--- src/rtl/accum_pkg.sv ---
// Shared types and default sizes for the accumulate sequencer slice.
package accum_pkg;
  localparam int WIDTH_DEF = 8;
  localparam int CNT_W_DEF = 4;

  typedef enum logic [1:0] {IDLE, ACCEPT, ADD, DONE} state_t;
endpackage

--- src/rtl/load_register.sv ---
// WIDTH-bit register with synchronous active-high reset and load enable.
module load_register #(
  parameter int WIDTH = 8
) (
  input  logic             clk,
  input  logic             reset,
  input  logic             load,
  input  logic [WIDTH-1:0] d,
  output logic [WIDTH-1:0] q
);
  always_ff @(posedge clk) begin
    if (reset)     q <= '0;
    else if (load) q <= d;
  end
endmodule

--- src/rtl/accum_sequencer.sv ---
// Sequences operand capture and accumulation of N operands; reports sum,
// sticky carry, a done pulse and an error pulse for a zero count.
module accum_sequencer
  import accum_pkg::*;
#(
  parameter int WIDTH = WIDTH_DEF,
  parameter int CNT_W = CNT_W_DEF
) (
  input  logic             clk,
  input  logic             reset,
  input  logic             start,
  input  logic [CNT_W-1:0] count,
  input  logic [WIDTH-1:0] din,
  input  logic             din_valid,
  output logic             din_ready,
  output logic [WIDTH-1:0] result,
  output logic             carry_out,
  output logic             busy,
  output logic             done,
  output logic             err
);
  state_t           state;
  logic [CNT_W-1:0] rem;
  logic [WIDTH-1:0] op, acc, acc_d;
  logic [WIDTH:0]   sum;
  logic             start_ok, op_load, acc_load;

  assign start_ok  = (state == IDLE) && start && (count != '0);
  assign din_ready = (state == ACCEPT);
  assign op_load   = din_ready && din_valid;
  assign sum       = {1'b0, acc} + {1'b0, op};
  // Accumulator is cleared on an accepted start and written once per ADD.
  assign acc_load  = start_ok || (state == ADD);
  assign acc_d     = start_ok ? '0 : sum[WIDTH-1:0];
  assign result    = acc;

  load_register #(.WIDTH(WIDTH)) u_op (
    .clk(clk), .reset(reset), .load(op_load), .d(din), .q(op)
  );

  load_register #(.WIDTH(WIDTH)) u_acc (
    .clk(clk), .reset(reset), .load(acc_load), .d(acc_d), .q(acc)
  );

  always_ff @(posedge clk) begin
    if (reset) begin
      state     <= IDLE;
      rem       <= '0;
      carry_out <= 1'b0;
      busy      <= 1'b0;
      done      <= 1'b0;
      err       <= 1'b0;
    end else begin
      done <= 1'b0;
      err  <= 1'b0;
      case (state)
        IDLE: begin
          if (start) begin
            if (count != '0) begin
              rem       <= count;
              carry_out <= 1'b0;
              busy      <= 1'b1;
              state     <= ACCEPT;
            end else begin
              err <= 1'b1;
            end
          end
        end
        ACCEPT: begin
          if (din_valid) state <= ADD;
        end
        ADD: begin
          carry_out <= carry_out | sum[WIDTH];
          rem       <= rem - CNT_W'(1);
          if (rem == CNT_W'(1)) begin
            done  <= 1'b1;
            state <= DONE;
          end else begin
            state <= ACCEPT;
          end
        end
        DONE: begin
          busy  <= 1'b0;
          state <= IDLE;
        end
        default: state <= IDLE;
      endcase
    end
  end
endmodule

--- config.mk ---
export PLATFORM = sky130hd
export DESIGN_NAME = accum_sequencer
export DESIGN_NICKNAME = d
export VERILOG_FILES = /design/src/rtl/accum_pkg.sv /design/src/rtl/load_register.sv /design/src/rtl/accum_sequencer.sv
export SDC_FILE = /design/constraint.sdc
export NUM_CORES = 1
export LEC_CHECK = 0
export ABC_CLOCK_PERIOD_IN_PS = 2000
export CAP_MARGIN = 40
export CORE_UTILIZATION = 45
export CTS_CLUSTER_SIZE = 28
export DETAILED_ROUTE_END_ITERATION = 8
export GPL_TIMING_DRIVEN = 0
export PLACE_DENSITY = 0.74
export SYNTH_ARGS = -nofsm -noshare
export SYNTH_HDL_FRONTEND = slang
export SYNTH_HIERARCHICAL = 1
export SYNTH_SLANG_ARGS = --single-unit
--- constraint.sdc ---
create_clock -name clk -period 2 [get_ports clk]
set_input_delay 0.4 -clock clk [delete_from_list [all_inputs] [get_ports clk]]
set_output_delay 0.4 -clock clk [all_outputs]
set_load 0.02 [all_outputs]
== Word-level counts from Yosys, hierarchy flattened ==
Index checks and enable logic that the tools add are counted.

* Add/sub/neg operators: 2
* Equal/unequal tests: 7
* Mux-type cells: 17
* Bitwise operators: 4
* Reductions and logical operators: 13

{| class="wikitable"
|+ Operator list
! operator !! count
|-
| adder 8 x 8 -> 9 bit || 1
|-
| AND reduction 3 bit || 3
|-
| 2-to-1 mux 2 bit || 4
|-
| 2-to-1 mux 4 bit || 2
|-
| 2-to-1 mux 8 bit || 1
|-
| case mux 2 bit (4 select lines) || 1
|-
| case mux 4 bit (2 select lines) || 1
|-
| 2-to-1 mux 1 bit || 6
|-
| equality test 2 bit, second input constant || 2
|-
| equality test 4 x 1 -> 1 bit, second input constant || 1
|-
| != test 2 bit, second input constant || 2
|-
| case mux 1 bit (2 select lines) || 2
|-
| nonzero test 2 bit || 2
|-
| nonzero test 4 bit || 1
|-
| subtractor 4 x 1 -> 4 bit, second input constant || 1
|-
| logical AND 1 bit || 3
|-
| inverter 1 bit || 3
|-
| OR reduction 3 bit || 1
|-
| equality test 2 x 1 -> 1 bit, second input constant || 1
|-
| zero test 2 bit || 1
|-
| != test 2 x 1 -> 1 bit, second input constant || 1
|-
| OR reduction 2 bit || 1
|-
| logical OR 1 bit || 1
|-
| bitwise OR 1 bit || 1
|}

* Register bits after elaboration: 26
* Bits of input ports: 16
* Output and inout bits: 13
* Word-level logic and storage cells: 51

== Depth between registers and ports, before layout ==
* Depth in word-level cells: 4
* Depth in mapped cells: 8
* Mapped depth without buffers: 8

== Hierarchy ==
Netlist, hierarchy kept.

{| class="wikitable"
|+ By module, submodules not included
! module !! times used !! cells an instance !! area each (um2) !! seq. area each (um2)
|-
| accum_sequencer || 1 || 107 || 844.6 || 200.2
|-
| load_register || 2 || 26 || 285.3 || 160.2
|}

== Worst setup path before layout ==
No wires, ideal clock.

* Kind: register to register
* Start point: register u_acc.q[0]
* End point: register u_acc.q[6]
* Library setup time: 0.065 ns
* Arrival: 2.024 ns
* Required time: 1.935 ns
* Path slack: -0.088 ns
* Stages on the path, launching flop included: 9
* Path buffers: 0
* Clock period less this slack: 2.088 ns
* Cells stage by stage: dfxtp_1 -> ha_1 -> fa_1 -> a21o_1 -> and4_1 -> or3b_1 -> a21oi_1 -> mux2i_1 -> nor2_1

* Longest elaborated chain between the ends: 2

{| class="wikitable"
|+ Ends and longest elaborated chain
! item !! line !! RTL
|-
| start, declared || load_register.sv:9 || <nowiki>output logic [WIDTH-1:0] q</nowiki>
|-
| start signal, assigned || load_register.sv:12 || <nowiki>if (reset) q <= '0;</nowiki>
|-
| start signal, assigned || load_register.sv:13 || <nowiki>else if (load) q <= d;</nowiki>
|-
| adder 8 x 8 -> 9 bit || accum_sequencer.sv:31 || <nowiki>assign sum = {1'b0, acc} + {1'b0, op};</nowiki>
|-
| 2-to-1 mux 8 bit || accum_sequencer.sv:34 || <nowiki>assign acc_d = start_ok ? '0 : sum[WIDTH-1:0];</nowiki>
|-
| named net acc_d[6] || accum_sequencer.sv:24 || <nowiki>logic [WIDTH-1:0] op, acc, acc_d;</nowiki>
|}

The timed path passes the listed nets, and every way through them passes these cells.
A chain may end at the register's enable or synchronous reset.

== Worst setup path after layout ==
Same ends and word-level chain as after synthesis.

==> impl_summary.log <==
INFO  metric finalHoldViolCount = 0
INFO  metric finalWorstPathRequiredPeriod = between 2 and 2.5 ns
INFO  metric hold_path.class = reg2reg
INFO  metric cts_inserted_buffers = 3
INFO  metric synth_async_sr_flop_share = 0%
INFO  metric synth-simple-area-share = between 20% and 30%
INFO  metric worst-slew-pin-transition = around 0.44 ns
INFO  metric grtUsageTotal = between 20% and 30%
INFO  metric fin_hold_ws = 0.463 ns
INFO  metric synth.ff_latch_count = 26
INFO  metric fraction_of_final_layout_cells_with_drive_strength_greater_than_1 = 9.84%
INFO  metric vdd.ir_drop.worst = between 300 and 400 µV
INFO  metric cts_hold_buffers = 0
INFO  metric fin_util = ~64%
INFO  metric share_of_synthesized_cell_area_in_full_adder_half_adder_and_majority_cells = between 10% and 20%
INFO  metric synth_cells = around 160
INFO  metric cp-end-kind = flip-flop
INFO  metric synthFlopType = sky130_fd_sc_hd__dfxtp_1
INFO  metric fp.dieH = roughly 58 µm
INFO  metric yosysMostFrequentCell = sky130_fd_sc_hd__dfxtp_1
INFO  metric muxShareOfSynthArea = around an eighth
INFO  metric clock-skew-final = between 0.009 and 0.01 ns
INFO  metric yosysTopAreaCell = sky130_fd_sc_hd__dfxtp_1
INFO  metric timing.slew.headroom = a little over two thirds
INFO  metric min_period_over_period = 101%
INFO  metric num_antenna_cells = 0
INFO  metric maximum_number_of_pins_on_one_net_before_global_route_repair = 15
INFO  metric grt_pass1_wl = 5380 µm
INFO  metric synth_top_cells_by_area = sky130_fd_sc_hd__dfxtp_1 37%, sky130_fd_sc_hd__mux2i_1 12%, sky130_fd_sc_hd__ha_1 8.8%
INFO  metric path_clk_slew = around 0.15 ns
INFO  metric clock_sinks = 26
INFO  metric worst_ep_arrival_time = ~2.3 ns
INFO  metric drt.antenna.violating_nets = 0
INFO  metric detailedPlacementHpwl = ~2300 µm
INFO  metric finalWorstSetupSlack = -0.0105 ns
INFO  metric io_pins = 29
INFO  metric core_area = 0.00288 mm²
INFO  metric synth_top_cells_by_count = 26 x sky130_fd_sc_hd__dfxtp_1, 25 x sky130_fd_sc_hd__nor2_1, 17 x sky130_fd_sc_hd__mux2i_1
INFO  metric clock_latency = 0.34 ns
INFO  metric vias_per_cell = around 5.3
INFO  metric wire_per_inst = ~14 µm
INFO  metric horizontal_die_dimension = ~58 µm
INFO  metric layout.filler_cells = between 200 and 300
INFO  metric gr-total-overflow = 0
INFO  metric ctsRootBufferMaster = sky130_fd_sc_hd__clkbuf_4
INFO  metric setup_repair_after_global_routing_missed_its_margin = yes
INFO  metric number_of_distinct_library_cells_after_synthesis = 40
INFO  metric syn_avg_cell_area = 8.90 µm²
INFO  metric setup_viol = 1
INFO  metric worst_ep_required_time = between 2 and 2.5 ns
INFO  metric detail_route.first_pass.iterations = 4
INFO  metric ctsLongestPathBuffers = 2
INFO  metric yosys.area_share.xor_xnor = 1.86%
INFO  metric run_status = finished, violations left
INFO  metric max_cap_violations = 0
INFO  metric crit_fanout = 3
INFO  metric drc = 0
INFO  metric io_buffer_count = 28
INFO  metric starting_density = 49.2%
INFO  metric dpl.cell_count = around 230
INFO  metric die_area = 0.00337 mm²
INFO  metric powerDensity = ~570 mW/mm²
INFO  metric largest_family_of_logic_cells_by_synthesized_area = simple AND/OR/NAND/NOR gates
INFO  metric synth_sequential_area_ratio = 36.8%
INFO  metric final_max_slew_viol_count = 0
INFO  metric grt_pass1_vias = 1301
INFO  metric num_vias = ~1300
INFO  metric final_nets = 221
INFO  metric place_ws = -0.247 ns
INFO  metric flow.area_growth_from_synthesis = 29.2%
INFO  metric netlist.area_leader.share = between 30% and 40%
INFO  metric maximum_clock_rate = slightly below 500 MHz
INFO  metric layout.cells.non_filler = ~240
INFO  metric synthesis.area = between 0.001 and 0.0015 mm²
INFO  metric dr_iter_0_viols = between 40 and 50
INFO  metric synth_warnings = 6
INFO  metric cts.htree.levels = 1
INFO  metric path_class = reg2reg
INFO  metric synth-edff-count = 0
INFO  metric placement_rows = 19
INFO  metric globalplace.congestion = roughly 0.86
INFO  metric grt_antenna_before_repair = 0
INFO  metric start_kind = flip-flop
INFO  metric postRouteWirelength = between 3000 and 4000 µm
INFO  metric cts_tree = built
INFO  metric power.leakage = 0.737 nW
INFO  metric synth_compound_area_share = between 10% and 20%
INFO  metric postSynthNetCount = between 150 and 200
INFO  metric failed_checks = negative setup slack
-- through the flow --
step           power [mW]  setup TNS [ns]  area [µm²]
3_5_place_dp        0.777           -2.25        1750
3_3_place_gp        0.770           -2.16        1750
6_report             1.04         -0.0105        1830
5_1_grt              1.09         -0.0888        1830
4_1_cts              1.05         -0.0408        1800
2_1_floorplan       0.699               0        1420
-- sequential cells by signal (all words and copies together) (netlist names) --
signal and cells:
u_acc/q 8, u_op/q 8, rem 4, state 2, busy 1, carry_out 1, done 1, err 1
-- final timing paths --
path	start	endpoint	slack, ns	depth (start not counted)
worst max register to register	u_acc/q[0]	u_acc/q[6]	-0.01	8
worst min register to register	busy	busy	0.46	2
worst max-delay path	u_acc/q[0]	u_acc/q[6]	-0.01	8
worst min-delay path	busy	busy	0.46	2
-- layout make-up --
| type | count | area, µm² | area share, % |
|---|---|---|---|
| plain buffers | 7 | 42.5 | 2.33 |
| clock buffers | 4 | 36.3 | 1.98 |
| inverters | 4 | 15.0 | 0.821 |
| multi-input cells | 122 | 862 | 47.2 |
| flip-flops and latches | 26 | 526 | 28.7 |
| well taps | 42 | 52.6 | 2.87 |
| repair buffers | 30 | 294 | 16.1 |
-- critical path: stages (launching register included) --
cell                      delay, ns
sky130_fd_sc_hd__dfxtp_2       0.36
sky130_fd_sc_hd__ha_4          0.17
sky130_fd_sc_hd__fa_2          0.34
sky130_fd_sc_hd__a21o_1        0.18
sky130_fd_sc_hd__and4_1        0.21
sky130_fd_sc_hd__or3b_1        0.39
sky130_fd_sc_hd__a21oi_2       0.13
sky130_fd_sc_hd__mux2i_1       0.10
sky130_fd_sc_hd__nor2_1        0.09
-- cells by family after synthesis --
group / Yosys count
compound gates: 33
xor+xnor: 3
fa+ha+maj: 11
buf+inv: 11
flops: 26
mux: 17
simple gates: 58
-- per-layer routing --
layer | global-route usage (%) | part of all wire (%)
met5 | 0 | 0
met4 | 10.2 | 1.6
met3 | 2.68 | 4.3
met2 | 39.4 | 51
met1 | 22.5 | 43
-- cells in the final DEF (no fill, tap or decap), types with 2 or more instances in the layout --
cell                              count
sky130_fd_sc_hd__dfxtp_2              4
sky130_fd_sc_hd__or3_1                2
sky130_fd_sc_hd__clkdlybuf4s50_1     27
sky130_fd_sc_hd__a211oi_1             3
sky130_fd_sc_hd__mux2i_1             17
sky130_fd_sc_hd__dfxtp_1             22
sky130_fd_sc_hd__buf_4                2
sky130_fd_sc_hd__and2_1               3
sky130_fd_sc_hd__xor2_1               2
sky130_fd_sc_hd__nor3_1               3
sky130_fd_sc_hd__a21o_1               2
sky130_fd_sc_hd__buf_1                2
sky130_fd_sc_hd__ha_1                 9
sky130_fd_sc_hd__o21ai_0              4
sky130_fd_sc_hd__nand2b_1             2
sky130_fd_sc_hd__a21oi_1             12
sky130_fd_sc_hd__nand3_1              3
sky130_fd_sc_hd__nor2b_1              2
sky130_fd_sc_hd__a31oi_1              3
sky130_fd_sc_hd__o21bai_1             2
sky130_fd_sc_hd__clkbuf_1             2
sky130_fd_sc_hd__nand2_1              9
sky130_fd_sc_hd__clkbuf_4             3
sky130_fd_sc_hd__nor2_1              25
sky130_fd_sc_hd__inv_1                4
sky130_fd_sc_hd__buf_6                2
-- report_power, final --
| part | internal, mW | switching (mW) |
|---|---|---|
| combinational | 0.102 | 0.105 |
| sequential | 0.541 | 0.0209 |
| clock | 0.112 | 0.165 |
-- timing repair --
action                     CTS  global route
setup endpoints to repair    3             3
cloned                       0             0
setup buffers                1             1
hold endpoints to repair     0             0
resized for setup            3             5
pin swaps                    1             0
Note: power is estimated with default switching activity, not from simulation.
